$ cat src/rtl/output_stage.sv
// ---------------------------------------------------------------------------
// output_stage
//
// Back end of one router output port. Input stages raise req_i to ask for
// this port; a round-robin arbiter picks one, and the port stays locked to
// that owner from the head flit through the tail (or single) flit. Flits
// from the owner go through a 2-entry buffer onto the downstream link.
//
// Handshake: a transfer happens on a rising edge where valid and ready are
// both high. Valid must not depend on ready. Here ready_o is derived only
// from registered state, and valid_o only from the buffer occupancy.
//
// Ports
//   clk        clock, rising edge
//   rstn       asynchronous active-low reset
//   req_i      per-input request for a new packet
//   grant_o    one-hot owner, zero when the port is free
//   valid_i    per-input flit valid from the crossbar
//   data_i     per-input flit, input k at [k*DW +: DW]
//   ready_o    per-input accept (only the owner's bit can be high)
//   valid_o    downstream flit valid
//   data_o     downstream flit (oldest buffer entry)
//   ready_i    downstream accept
//   busy_dbg   FSM state (1 = BUSY)
//   count_dbg  buffer occupancy, 0..2
// ---------------------------------------------------------------------------
`ifndef DW
`define DW 16
`endif

module output_stage #(
  parameter int DW   = `DW,
  parameter int N_IN = 5
) (
  input  logic                 clk,
  input  logic                 rstn,
  input  logic [N_IN-1:0]      req_i,
  output logic [N_IN-1:0]      grant_o,
  input  logic [N_IN-1:0]      valid_i,
  input  logic [N_IN*DW-1:0]   data_i,
  output logic [N_IN-1:0]      ready_o,
  output logic                 valid_o,
  output logic [DW-1:0]        data_o,
  input  logic                 ready_i,
  output logic                 busy_dbg,
  output logic [1:0]           count_dbg
);

  localparam int RRW = (N_IN > 1) ? $clog2(N_IN) : 1;

  typedef enum logic {IDLE = 1'b0, BUSY = 1'b1} state_t;

  state_t          state;
  logic [RRW-1:0]  rr;

  // Output buffer
  logic [DW-1:0]   mem [2];
  logic            wr_ptr;
  logic            rd_ptr;
  logic [1:0]      count;

  // Arbiter
  logic [N_IN-1:0] arb_gnt;
  logic            arb_found;
  logic [RRW:0]    arb_pos;

  // Owner selection
  logic [RRW-1:0]  owner_idx;
  logic [RRW-1:0]  owner_next;
  logic [DW-1:0]   owner_data;
  logic            owner_valid;

  logic            push;
  logic            pop;
  logic            push_last;

  // Round robin: scan positions rr, rr+1, ... wrapping at N_IN, and take the
  // first requester found.
  always_comb begin
    arb_gnt   = '0;
    arb_found = 1'b0;
    arb_pos   = '0;
    for (int i = 0; i < N_IN; i++) begin
      arb_pos = {1'b0, rr} + (RRW+1)'(i);
      if (arb_pos >= (RRW+1)'(N_IN)) begin
        arb_pos = arb_pos - (RRW+1)'(N_IN);
      end
      if (!arb_found && req_i[arb_pos[RRW-1:0]]) begin
        arb_gnt[arb_pos[RRW-1:0]] = 1'b1;
        arb_found                 = 1'b1;
      end
    end
  end

  // grant_o is one-hot (or zero), so an OR-free priority mux is sufficient.
  always_comb begin
    owner_idx   = '0;
    owner_data  = '0;
    owner_valid = 1'b0;
    for (int i = 0; i < N_IN; i++) begin
      if (grant_o[i]) begin
        owner_idx   = RRW'(i);
        owner_data  = data_i[i*DW +: DW];
        owner_valid = valid_i[i];
      end
    end
  end

  assign owner_next = (owner_idx == RRW'(N_IN-1)) ? '0 : owner_idx + 1'b1;

  assign ready_o   = (state == BUSY && count < 2'd2) ? grant_o : '0;
  assign push      = (state == BUSY) && owner_valid && (count < 2'd2);
  assign valid_o   = (count != 2'd0);
  assign pop       = valid_o && ready_i;
  assign data_o    = mem[rd_ptr];

  // Tail (01) and single (11) share bit DW-2; either one ends the packet.
  assign push_last = push && owner_data[DW-2];

  assign busy_dbg  = (state == BUSY);
  assign count_dbg = count;

  // Port ownership FSM
  always_ff @(posedge clk or negedge rstn) begin
    if (!rstn) begin
      state   <= IDLE;
      grant_o <= '0;
      rr      <= '0;
    end else begin
      case (state)
        IDLE: begin
          if (arb_found) begin
            grant_o <= arb_gnt;
            state   <= BUSY;
          end
        end
        BUSY: begin
          if (push_last) begin
            grant_o <= '0;
            rr      <= owner_next;
            state   <= IDLE;
          end
        end
        default: begin
          state   <= IDLE;
          grant_o <= '0;
        end
      endcase
    end
  end

  // Output buffer; drains regardless of FSM state.
  always_ff @(posedge clk or negedge rstn) begin
    if (!rstn) begin
      mem[0] <= '0;
      mem[1] <= '0;
      wr_ptr <= 1'b0;
      rd_ptr <= 1'b0;
      count  <= 2'd0;
    end else begin
      if (push) begin
        mem[wr_ptr] <= owner_data;
        wr_ptr      <= ~wr_ptr;
      end
      if (pop) begin
        rd_ptr <= ~rd_ptr;
      end
      case ({push, pop})
        2'b10:   count <= count + 2'd1;
        2'b01:   count <= count - 2'd1;
        default: count <= count;
      endcase
    end
  end

endmodule

$ cat config.mk
export PLATFORM = sky130hd
export DESIGN_NAME = output_stage
export DESIGN_NICKNAME = d
export VERILOG_FILES = /design/src/rtl/output_stage.sv
export SDC_FILE = /design/constraint.sdc
export NUM_CORES = 1
export LEC_CHECK = 0
export ABC_CLOCK_PERIOD_IN_PS = 3000
export CORE_MARGIN = 2
export CORE_UTILIZATION = 43
export CTS_CLUSTER_DIAMETER = 150
export CTS_CLUSTER_SIZE = 16
export DETAILED_ROUTE_END_ITERATION = 8
export MAX_ROUTING_LAYER = met4
export PLACE_DENSITY = 0.78
export REMOVE_ABC_BUFFERS = 1
export SYNTH_ARGS = -nofsm -noshare
export SYNTH_HDL_FRONTEND = slang
export SYNTH_SLANG_ARGS = --single-unit
$ cat constraint.sdc
create_clock -name clk -period 3 [get_ports clk]
set_input_delay 0.9 -clock clk [delete_from_list [all_inputs] [get_ports clk]]
set_output_delay 0.9 -clock clk [all_outputs]
set_load 0.01 [all_outputs]
Yosys cells after proc, flatten, opt, wreduce, memory -nomap -nowiden
Index checks and enable logic that the tools add are counted.
{"block": "word_totals", "wordCells": 140, "in_bits": 93, "out_inout_bits": 30, "regBits": 45}
{"block": "op_classes", "n_reduce_logical": 23, "n_eq_ne": 5, "addsub": 12, "magnitude_cmp": 19, "mux": 64, "bitwise": 9}
{"operator": "two-way mux 16 bit", "count": 9}
{"operator": "two-way mux 5 bit", "count": 8}
{"operator": "bitwise mux 32 bit", "count": 1}
{"operator": "two-way mux 3 bit", "count": 9}
{"operator": "two-way mux 1 bit", "count": 23}
{"operator": "< comparator 3 x 4 -> 1 bit, second input constant", "count": 5}
{"operator": "OR 5 bit", "count": 4}
{"operator": "demux 16 bit (select 1 bit)", "count": 1}
{"operator": ">= comparator 4 x 3 -> 1 bit, second input constant", "count": 4}
{"operator": "binary-select mux 1 bit (select 3 bit)", "count": 5}
{"operator": "demux 1 bit (select 3 bit)", "count": 5}
{"operator": ">= comparator 3 x 1 -> 1 bit, second input constant", "count": 5}
{"operator": "logical AND 1 bit", "count": 15}
{"operator": "subtractor 3 bit, second input constant", "count": 5}
{"operator": "case mux 5 bit (2 select lines)", "count": 1}
{"operator": "adder 3 x 2 -> 4 bit, second input constant", "count": 2}
{"operator": "adder 3 x 1 -> 4 bit, second input constant", "count": 1}
{"operator": "adder 3 x 3 -> 4 bit, second input constant", "count": 1}
{"operator": ">= comparator 2 bit, second input constant", "count": 2}
{"operator": "zero test 1 bit", "count": 4}
{"operator": "inverter 1 -> 2 bit", "count": 2}
{"operator": "case mux 2 bit (2 select lines)", "count": 1}
{"operator": "AND reduction 2 bit", "count": 2}
{"operator": "nonzero test 2 bit", "count": 2}
{"operator": "other kinds (13)", "count": 15}

Longest topological paths before layout
Gate-level depths: netlist (run 1).
{"block": "logic_depth", "depth_word": 19, "mapped_depth": 14, "mapped_depth_nobuf": 12}

Worst setup path after synthesis (run 1)
No wires, ideal clock.
{"block": "synth_timing", "path_kind": "flip-flop to flip-flop", "startpoint": "reg rr[0]", "endpoint": "reg grant_o[1]", "path_slack_ps": -249, "path_buffers": 2, "required_ps": 2872, "stages_incl_launch_ff": 14, "synth_period_minus_slack_ps": 3249, "setup_time_ps": 128, "arrival_time_ps": 3121, "cell_sequence": "dfrtp_1 -> buf_4 -> buf_6 -> inv_2 -> ha_1 -> inv_1 -> fa_1 -> a21o_1 -> and3_1 -> o32a_1 -> a32o_1 -> and4_1 -> a31oi_4 -> mux2_1"}
{"block": "synth_via", "elab_chain_cells": 19, "elab_cells_between_ends": 80, "cone_classes": "add/sub (9); order compare (15); eq/ne (1); mux (37); bitwise (4); reduce/logical (14)"}
{"item": "start: declaration", "line_no": "54", "text": "logic [RRW-1:0] rr;"}
{"item": "start signal: assignment", "line_no": "140", "text": "rr <= owner_next;"}
{"item": "branches (longest 19 deep; another with adder 3 x 1 -> 4 bit)"}
{"item": "end signal: assignment", "line_no": "133", "text": "grant_o <= arb_gnt;"}
{"item": "end: declaration", "line_no": "38", "text": "output logic [N_IN-1:0] grant_o,"}
Parallel ways; which one is timed is not known. The select of a mux whose other input is x is not followed.
A chain may end at the register's enable or synchronous reset.

Final worst setup path (run 1)
{"block": "layout_timing", "startpoint": "in req_i[2]", "endpoint": "reg grant_o[1]"}
{"block": "layout_via", "elab_chain_cells": 17, "elab_cells_between_ends": 36, "cone_classes": "eq/ne (1); mux (22); bitwise (4); reduce/logical (9)"}
{"item": "start: declaration", "line_no": "37", "text": "input logic [N_IN-1:0] req_i,"}
{"item": "binary-select mux 1 bit (select 3 bit)", "line_no": "88", "text": "if (!arb_found && req_i[arb_pos[RRW-1:0]]) begin"}
{"item": "two-way mux 1 bit (not written as such)", "line_no": "88"}
{"item": "two-way mux 1 bit", "line_no": "88"}
{"item": "zero test 1 bit", "line_no": "88"}
{"item": "logical AND 1 bit", "line_no": "88"}
{"item": "two-way mux 1 bit", "line_no": "88"}
{"item": "zero test 1 bit", "line_no": "88"}
{"item": "logical AND 1 bit", "line_no": "88"}
{"item": "two-way mux 1 bit", "line_no": "88"}
{"item": "zero test 1 bit", "line_no": "88"}
{"item": "logical AND 1 bit", "line_no": "88"}
{"item": "two-way mux 1 bit", "line_no": "88"}
{"item": "zero test 1 bit", "line_no": "88"}
{"item": "logical AND 1 bit", "line_no": "88"}
{"item": "two-way mux 5 bit or two-way mux 1 bit (tied branches)", "line_no": "88"}
{"item": "two-way mux 5 bit or inequality test 2 bit (tied branches)"}
{"item": "case mux 5 bit (2 select lines) or AND reduction 2 bit (tied branches)"}
Parallel ways exist; a longest one is shown, timed or not. The select of a mux whose other input is x is not followed.

==> flow_metrics.env, run 1 <==
export IMPL_synthCells=418
export IMPL_num_rows=34
export IMPL_yosys_area_share_xor_xnor=0.0184
export IMPL_core_um2=8680
export IMPL_antenna_found_initial=0
export IMPL_worstPathArrival_ps=3130
export IMPL_crit_path_end="grant_o[1]"
export IMPL_regToRegStartpoint="rr[0]"
export IMPL_grt_pass1_wl_um=19600
export IMPL_cp_top_family="buffers and inverters"
export IMPL_post_route_util=0.665
export IMPL_reg2reg_to="grant_o[1]"
export IMPL_synth_area_top_cells="dfrtp_1 (29%), mux2_2 (15%), nand2_1 (4.2%), ha_1 (3.6%), nor2_1 (3.3%)"
export IMPL_worst_r2r_setup_slack_ps=110
export IMPL_insertion_delay_ps=300
export IMPL_power_w=0.00733
export IMPL_grt_overflow_total=0
export IMPL_synth_compound_area_frac=0.234
export IMPL_drv_slew=0
export IMPL_path_depth=9
export IMPL_ctsLongestPathBuffers=2
export IMPL_synth_area_leader_cell="dfrtp_1"
export IMPL_synth_simple_area_share=0.181
export IMPL_cts_sinks=45
export IMPL_synthArstFlopShare=1.00
export IMPL_setup_worst_path_start="req_i[2]"
export IMPL_status="finished clean"
export IMPL_via_count=3944
export IMPL_drive_gt1_frac=0.287
export IMPL_drv_cap=0
export IMPL_viasPerCell=5.72
export IMPL_peakVddDrop_v=0.000788
export IMPL_wl_per_cell_um=18.6
export IMPL_path_cells="clkdlybuf4s50_1 -> inv_1 -> a21oi_1 -> a211oi_2 -> a221o_2 -> nand2b_1 -> or4_4 -> nand4_1 -> mux2_1"
export IMPL_antenna_left=0
export IMPL_ys_flop_type="dfrtp_1"
export IMPL_max_freq_mhz=346
export IMPL_drt_wl_total_um=12800
export IMPL_criticalPathCategory="primary input to flop"
export IMPL_cts_clk_slew_worst_paths_ps=80
export IMPL_diodes=0
export IMPL_post_route_period_util=0.964
export IMPL_drc=0
export IMPL_p_leak_nw=2.42
export IMPL_place_congestion=0.911
export IMPL_hold_viol_final=0
export IMPL_synth_top_family_by_area="compound AO/OA/AOI/OAI gates"
export IMPL_finish_net_count=685
export IMPL_netlist_area_um2=3820
export IMPL_drt_iter0_drc=245
export IMPL_grt_pass1_vias=3840
export IMPL_setup_viol=0
export IMPL_num_io_pins=123
export IMPL_reg2regPathDepth=13
export IMPL_cts_made_buffers=5
export IMPL_p_per_area_nw_per_um2=1270
export IMPL_synthAdderAreaFrac=0.0413
export IMPL_synth_edff_count=0
export IMPL_synthMuxAreaShare=0.184
export IMPL_synth_cell_type_count=73
export IMPL_setup_ws_ps=108
export IMPL_hpwl_um=10000
export IMPL_avgSynthCellArea_um2=9.13
export IMPL_end_kind="flop"
export IMPL_track_usage=0.260
export IMPL_synth_top_area_frac=0.295
export IMPL_root_buffer="clkbuf_8"
export IMPL_drt_pass1_iterations=5
export IMPL_area_growth_synth_to_final_pct=51.2
export IMPL_pre_cts_ws_ps=-188
export IMPL_tns_ps=0
export IMPL_worstPathMaxFanout=6
export IMPL_ys_seq_elements=45
export IMPL_hold_class="flop to flop"
export IMPL_maxSlewHeadroom=0.542
export IMPL_crit_required_ps=3230
export IMPL_synth_seq_area_share=0.295
export IMPL_cts_tree="built"
export IMPL_start_util=0.440
export IMPL_fillCellCount=715
export IMPL_ys_warn_count=0
export IMPL_critPathLaunchType="primary input"
export IMPL_skew_ps=9.24
export IMPL_port_buffers=122
export IMPL_crit_buf_inv=2
export IMPL_cpPeakStageDelay_ps=530
export IMPL_grt_max_degree=28
export IMPL_cts_max_level=2
export IMPL_slowest_stage="clkdlybuf4s50_1"
export IMPL_fp_dieArea_um2=9650
export IMPL_die_x_um=98.2
export IMPL_die_h_um=98.2
export IMPL_layout_min_cycle_time_ps=2890
export IMPL_worstMarginPinSlew_ps=685
==> Yosys cell counts, types with 3 or more instances <==
master / count
a221oi_1: 9
and3_1: 3
clkbuf_1: 13
o211ai_1: 5
a211oi_2: 3
o21ai_0: 15
a22oi_1: 10
dfrtp_1: 45
a21oi_1: 16
inv_1: 6
nand2b_1: 6
a31oi_1: 8
ha_1: 11
a21o_1: 5
mux2_1: 6
and2_1: 8
xnor2_1: 6
nor3_1: 10
nand3_1: 9
nand2_1: 43
buf_4: 3
nor2b_1: 7
mux2i_1: 6
mux2_2: 51
nor2_1: 34
buf_2: 9
o2111ai_1: 3
a222oi_1: 8
==> what timing repair did <==
item	4_1_cts	5_1_grt
hold buffers	0	0
setup endpoints to repair	2	5
pin swaps	0	8
buffers inserted	0	3
resized for setup	5	28
==> cells in the final DEF (no fill, tap or decap), types with 3 or more instances in the layout <==
master / instances
a211oi_2: 4
a21o_1: 4
a21oi_1: 14
a221oi_1: 8
a222oi_1: 8
a22oi_1: 9
a31oi_1: 7
and2_1: 8
buf_4: 59
clkbuf_8: 6
clkdlybuf4s50_1: 121
dfrtp_1: 44
ha_1: 9
inv_1: 5
inv_2: 3
mux2_1: 6
mux2_2: 51
mux2i_1: 6
nand2_1: 43
nand2b_1: 6
nand3_1: 9
nor2_1: 31
nor2b_1: 7
nor3_1: 9
o2111ai_1: 3
o211ai_1: 5
o21ai_0: 14
xnor2_1: 6
==> power breakdown <==
part           leakage (nW)  switching, W  total, W  internal, W
registers             0.557      0.000220   0.00112     0.000900
logic                  1.81       0.00283   0.00573      0.00291
clock network        0.0574      0.000205  0.000476     0.000271
==> sequential cells by signal, summed over array words and instances (netlist names) <==
name       flops
mem           32
grant_o        5
rr             3
count_dbg      2
busy_dbg       1
rd_ptr         1
wr_ptr         1
==> stage by stage <==
step | cell area, um^2 | hold WS [ps] | std cells
final | 5770 | 471 | 689
after global routing | 5770 | 497 | 689
after CTS | 5640 | 476 | 686
after detailed placement | 5490 | 463 | 678
after global placement | 5490 | 458 | 678
after floorplan | 3670 | 454 | 389
==> worst min path at each step <==
stage | from | endpoint | slack, ps | depth (start not counted)
after floorplan | mem[21] | mem[21] | 450 | 1
after global placement | rd_ptr | rd_ptr | 460 | 1
after detailed placement | rd_ptr | rd_ptr | 460 | 1
after CTS | rd_ptr | rd_ptr | 480 | 1
after global routing | rd_ptr | rd_ptr | 500 | 1
final | rd_ptr | rd_ptr | 470 | 1
==> area by class of cell <==
type                            instances  area (um^2)  share of cell area
Clock buffer                            6         82.6              0.0143
Clock inverter                          2         37.5             0.00650
Inverter                                8         30.0             0.00520
Multi-Input combinational cell        336         2650               0.459
Sequential cell                        45         1130               0.195
Tap cell                              108          135              0.0234
Timing Repair Buffer                  184         1710               0.296
==> layer usage <==
layer	vias up	GRT usage	part of all wire
met4	0	0.0622	0.013
met5	-	-	0
met2	126	0.461	0.51
li1	1902	-	-
met1	1904	0.308	0.42
met3	12	0.0451	0.060
==> kinds of logic (layout without fill, tap and decap cells) <==
kind of cell | Yosys count | in the layout
muxes | 63 | 63
adders and majority gates | 12 | 12
DFF | 45 | 45
and+or+nand+nor | 138 | 138
buffers and inverters | 37 | 200
xor gates and xnor gates | 8 | 8
AOI/OAI and AO/OA | 115 | 115
No activity file was read; power rests on OpenSTA's default activity.
==> run 2, diff against run 1 <==
Settings changed: ABC_CLOCK_PERIOD_IN_PS 3000 to default, CORE_UTILIZATION 43 to 54, DONT_BUFFER_PORTS from default to 1, PLACE_DENSITY 0.78 to 0.7.
==> run 2 against run 1 <==
Effect of this change: clock power increased by 15%; maximum frequency is essentially flat; critical endpoint is now grant_o[2]; register-to-register slack about the same; count of clock-buffer cells in the layout decreased by 1; first-iteration DRC count is 4.9% higher; core utilization decreased by 3.5 points.
==> flow_metrics.env, run 2 (same netlist as run 1, synthesis figures left out) <==
export IMPL_layout_min_cycle_time_ps=2890
export IMPL_insertion_delay_ps=300
export IMPL_diodes=0
export IMPL_multi_input_area_um2=2620
export IMPL_place_congestion=0.989
export IMPL_wl_per_cell_um=19.9
export IMPL_reg2regPathDepth=13
export IMPL_finish_net_count=537
export IMPL_holdWs_ps=286
export IMPL_status="finished clean"
export IMPL_die_x_um=88.1
export IMPL_top_register="mem"
export IMPL_reg2reg_to="grant_o[2]"
export IMPL_grt_pass1_wl_um=15700
export IMPL_worstMarginPinSlew_ps=665
export IMPL_place_area_um2=4040
export IMPL_drt_wl_total_um=10500
export IMPL_hold_class="primary input to asynchronous set/reset pin"
export IMPL_mostFrequentLayoutCell="mux2_2"
export IMPL_core_um2=6830
export IMPL_largest_register_ffs=32
export IMPL_cts_sinks=45
export IMPL_die_h_um=88.1
export IMPL_criticalPathCategory="flop to flop"
export IMPL_setup_worst_path_start="rr[0]"
export IMPL_p_leak_nw=1.81
export IMPL_setup_viol=0
export IMPL_peakVddDrop_v=0.000549
export IMPL_critPathLaunchType="flop"
export IMPL_hold_viol_final=0
export IMPL_crit_path_end="grant_o[2]"
export IMPL_cts_tree="built"
export IMPL_grt_max_degree=46
export IMPL_via_count=3458
export IMPL_cts_clk_slew_worst_paths_ps=90
export IMPL_port_buffers=0
export IMPL_start_util=0.559
export IMPL_layout_common_cells="mux2_2 (51), dfrtp_1 (44), nand2_1 (43), buf_4 (35), nor2_1 (34)"
export IMPL_drive_gt1_frac=0.300
export IMPL_fillCellCount=571
export IMPL_p_per_area_nw_per_um2=1450
export IMPL_drc=0
export IMPL_max_freq_mhz=346
export IMPL_drv_cap=0
export IMPL_finalInstanceArea_um2=4310
export IMPL_reg_top3="mem x32, grant_o x5, rr x3"
export IMPL_regToRegStartpoint="rr[0]"
export IMPL_pre_cts_ws_ps=-59.4
export IMPL_tns_ps=0
export IMPL_fp_dieArea_um2=7760
export IMPL_drv_slew=0
export IMPL_hpwl_um=7860
export IMPL_worstPathArrival_ps=3100
export IMPL_grt_overflow_total=0
export IMPL_worst_r2r_setup_slack_ps=110
export IMPL_grt_pass1_vias=3121
export IMPL_regArea_um2=1130
export IMPL_antenna_left=0
export IMPL_skew_ps=6.96
export IMPL_drt_pass1_iterations=8
export IMPL_slowest_stage="fa_2"
export IMPL_track_usage=0.268
export IMPL_setup_ws_ps=110
export IMPL_area_growth_synth_to_final_pct=12.8
export IMPL_crit_required_ps=3210
export IMPL_maxSlewHeadroom=0.556
export IMPL_drt_iter0_drc=257
export IMPL_cts_made_buffers=5
export IMPL_root_buffer="clkbuf_8"
export IMPL_viasPerCell=6.54
export IMPL_cts_max_level=2
export IMPL_path_cells="inv_2 -> ha_1 -> inv_1 -> fa_2 -> a21o_4 -> and3_4 -> o32a_1 -> a32o_2 -> and4_4 -> a31oi_4 -> buf_6 -> a21oi_1 -> a41oi_1"
export IMPL_end_kind="flop"
export IMPL_worstPathMaxFanout=8
export IMPL_ctsLongestPathBuffers=2
export IMPL_num_io_pins=123
export IMPL_cpPeakStageDelay_ps=450
export IMPL_antenna_found_initial=0
export IMPL_num_rows=30
export IMPL_post_route_period_util=0.963
## run 2: worst max-delay path: cells and delay by family, from the launching register on
| kind | cells | cell delay (ps) |
|---|---|---|
| buffers and inverters | 3 | 270 |
| AND/OR/NAND/NOR | 2 | 340 |
| adder cells (fa/ha/maj) | 2 | 590 |
| AO/OA/AOI/OAI | 6 | 1220 |
| flip-flops | 1 | 390 |
## run 2: how the worst min path moves through the flow
stage            start  endpoint  slack, ps  cells after the start
3_3_place_gp   mem[23]   mem[23]        470                      1
5_1_grt           rstn   mem[25]        270                      0
4_1_cts           rstn   mem[25]        280                      0
6_report          rstn   mem[13]        290                      0
2_1_floorplan  mem[21]   mem[21]        450                      1
3_5_place_dp   mem[27]   mem[27]        480                      1
## run 2: per-stage QoR
| step | cells | total power, W | util |
|---|---|---|---|
| floorplan | 389 | 0.00416 | - |
| global placement | 517 | 0.00525 | 0.591 |
| detailed placement | 517 | 0.00534 | 0.591 |
| CTS | 525 | 0.00592 | 0.613 |
| global route | 529 | 0.00673 | 0.630 |
| finish | 529 | 0.00624 | 0.630 |
## run 2: report_power, final
part           switching, W  total [W]  internal (W)
Combinational       0.00245    0.00454       0.00209
Sequential         0.000256    0.00116      0.000900
Clock              0.000213   0.000548      0.000335
## run 2: what timing repair did
action / 4_1_cts / 5_1_grt
buffers inserted: 0 / 4
pin swaps: 0 / 7
setup endpoints to repair: 5 / 5
resized for setup: 2 / 21
hold buffers: 0 / 0
## run 2: layout make-up
type                       instances  area share
inverter                           8     0.00697
timing repair buffer              36      0.0636
multi-input combinational        336       0.608
clock inverter                     3      0.0160
sequential                        45       0.262
clock buffer                       5      0.0160
tap                               96      0.0279
## run 2: metal layers
metal  wire length, um  vias to the layer above  GRT usage  share of wire
li1                  -                     1609          -              -
met1              4660                     1672      0.372           0.44
met2              5020                      160      0.408           0.48
met3               665                       17     0.0462          0.063
met4               179                        0     0.0689          0.017
met5                 0                        -          -              0
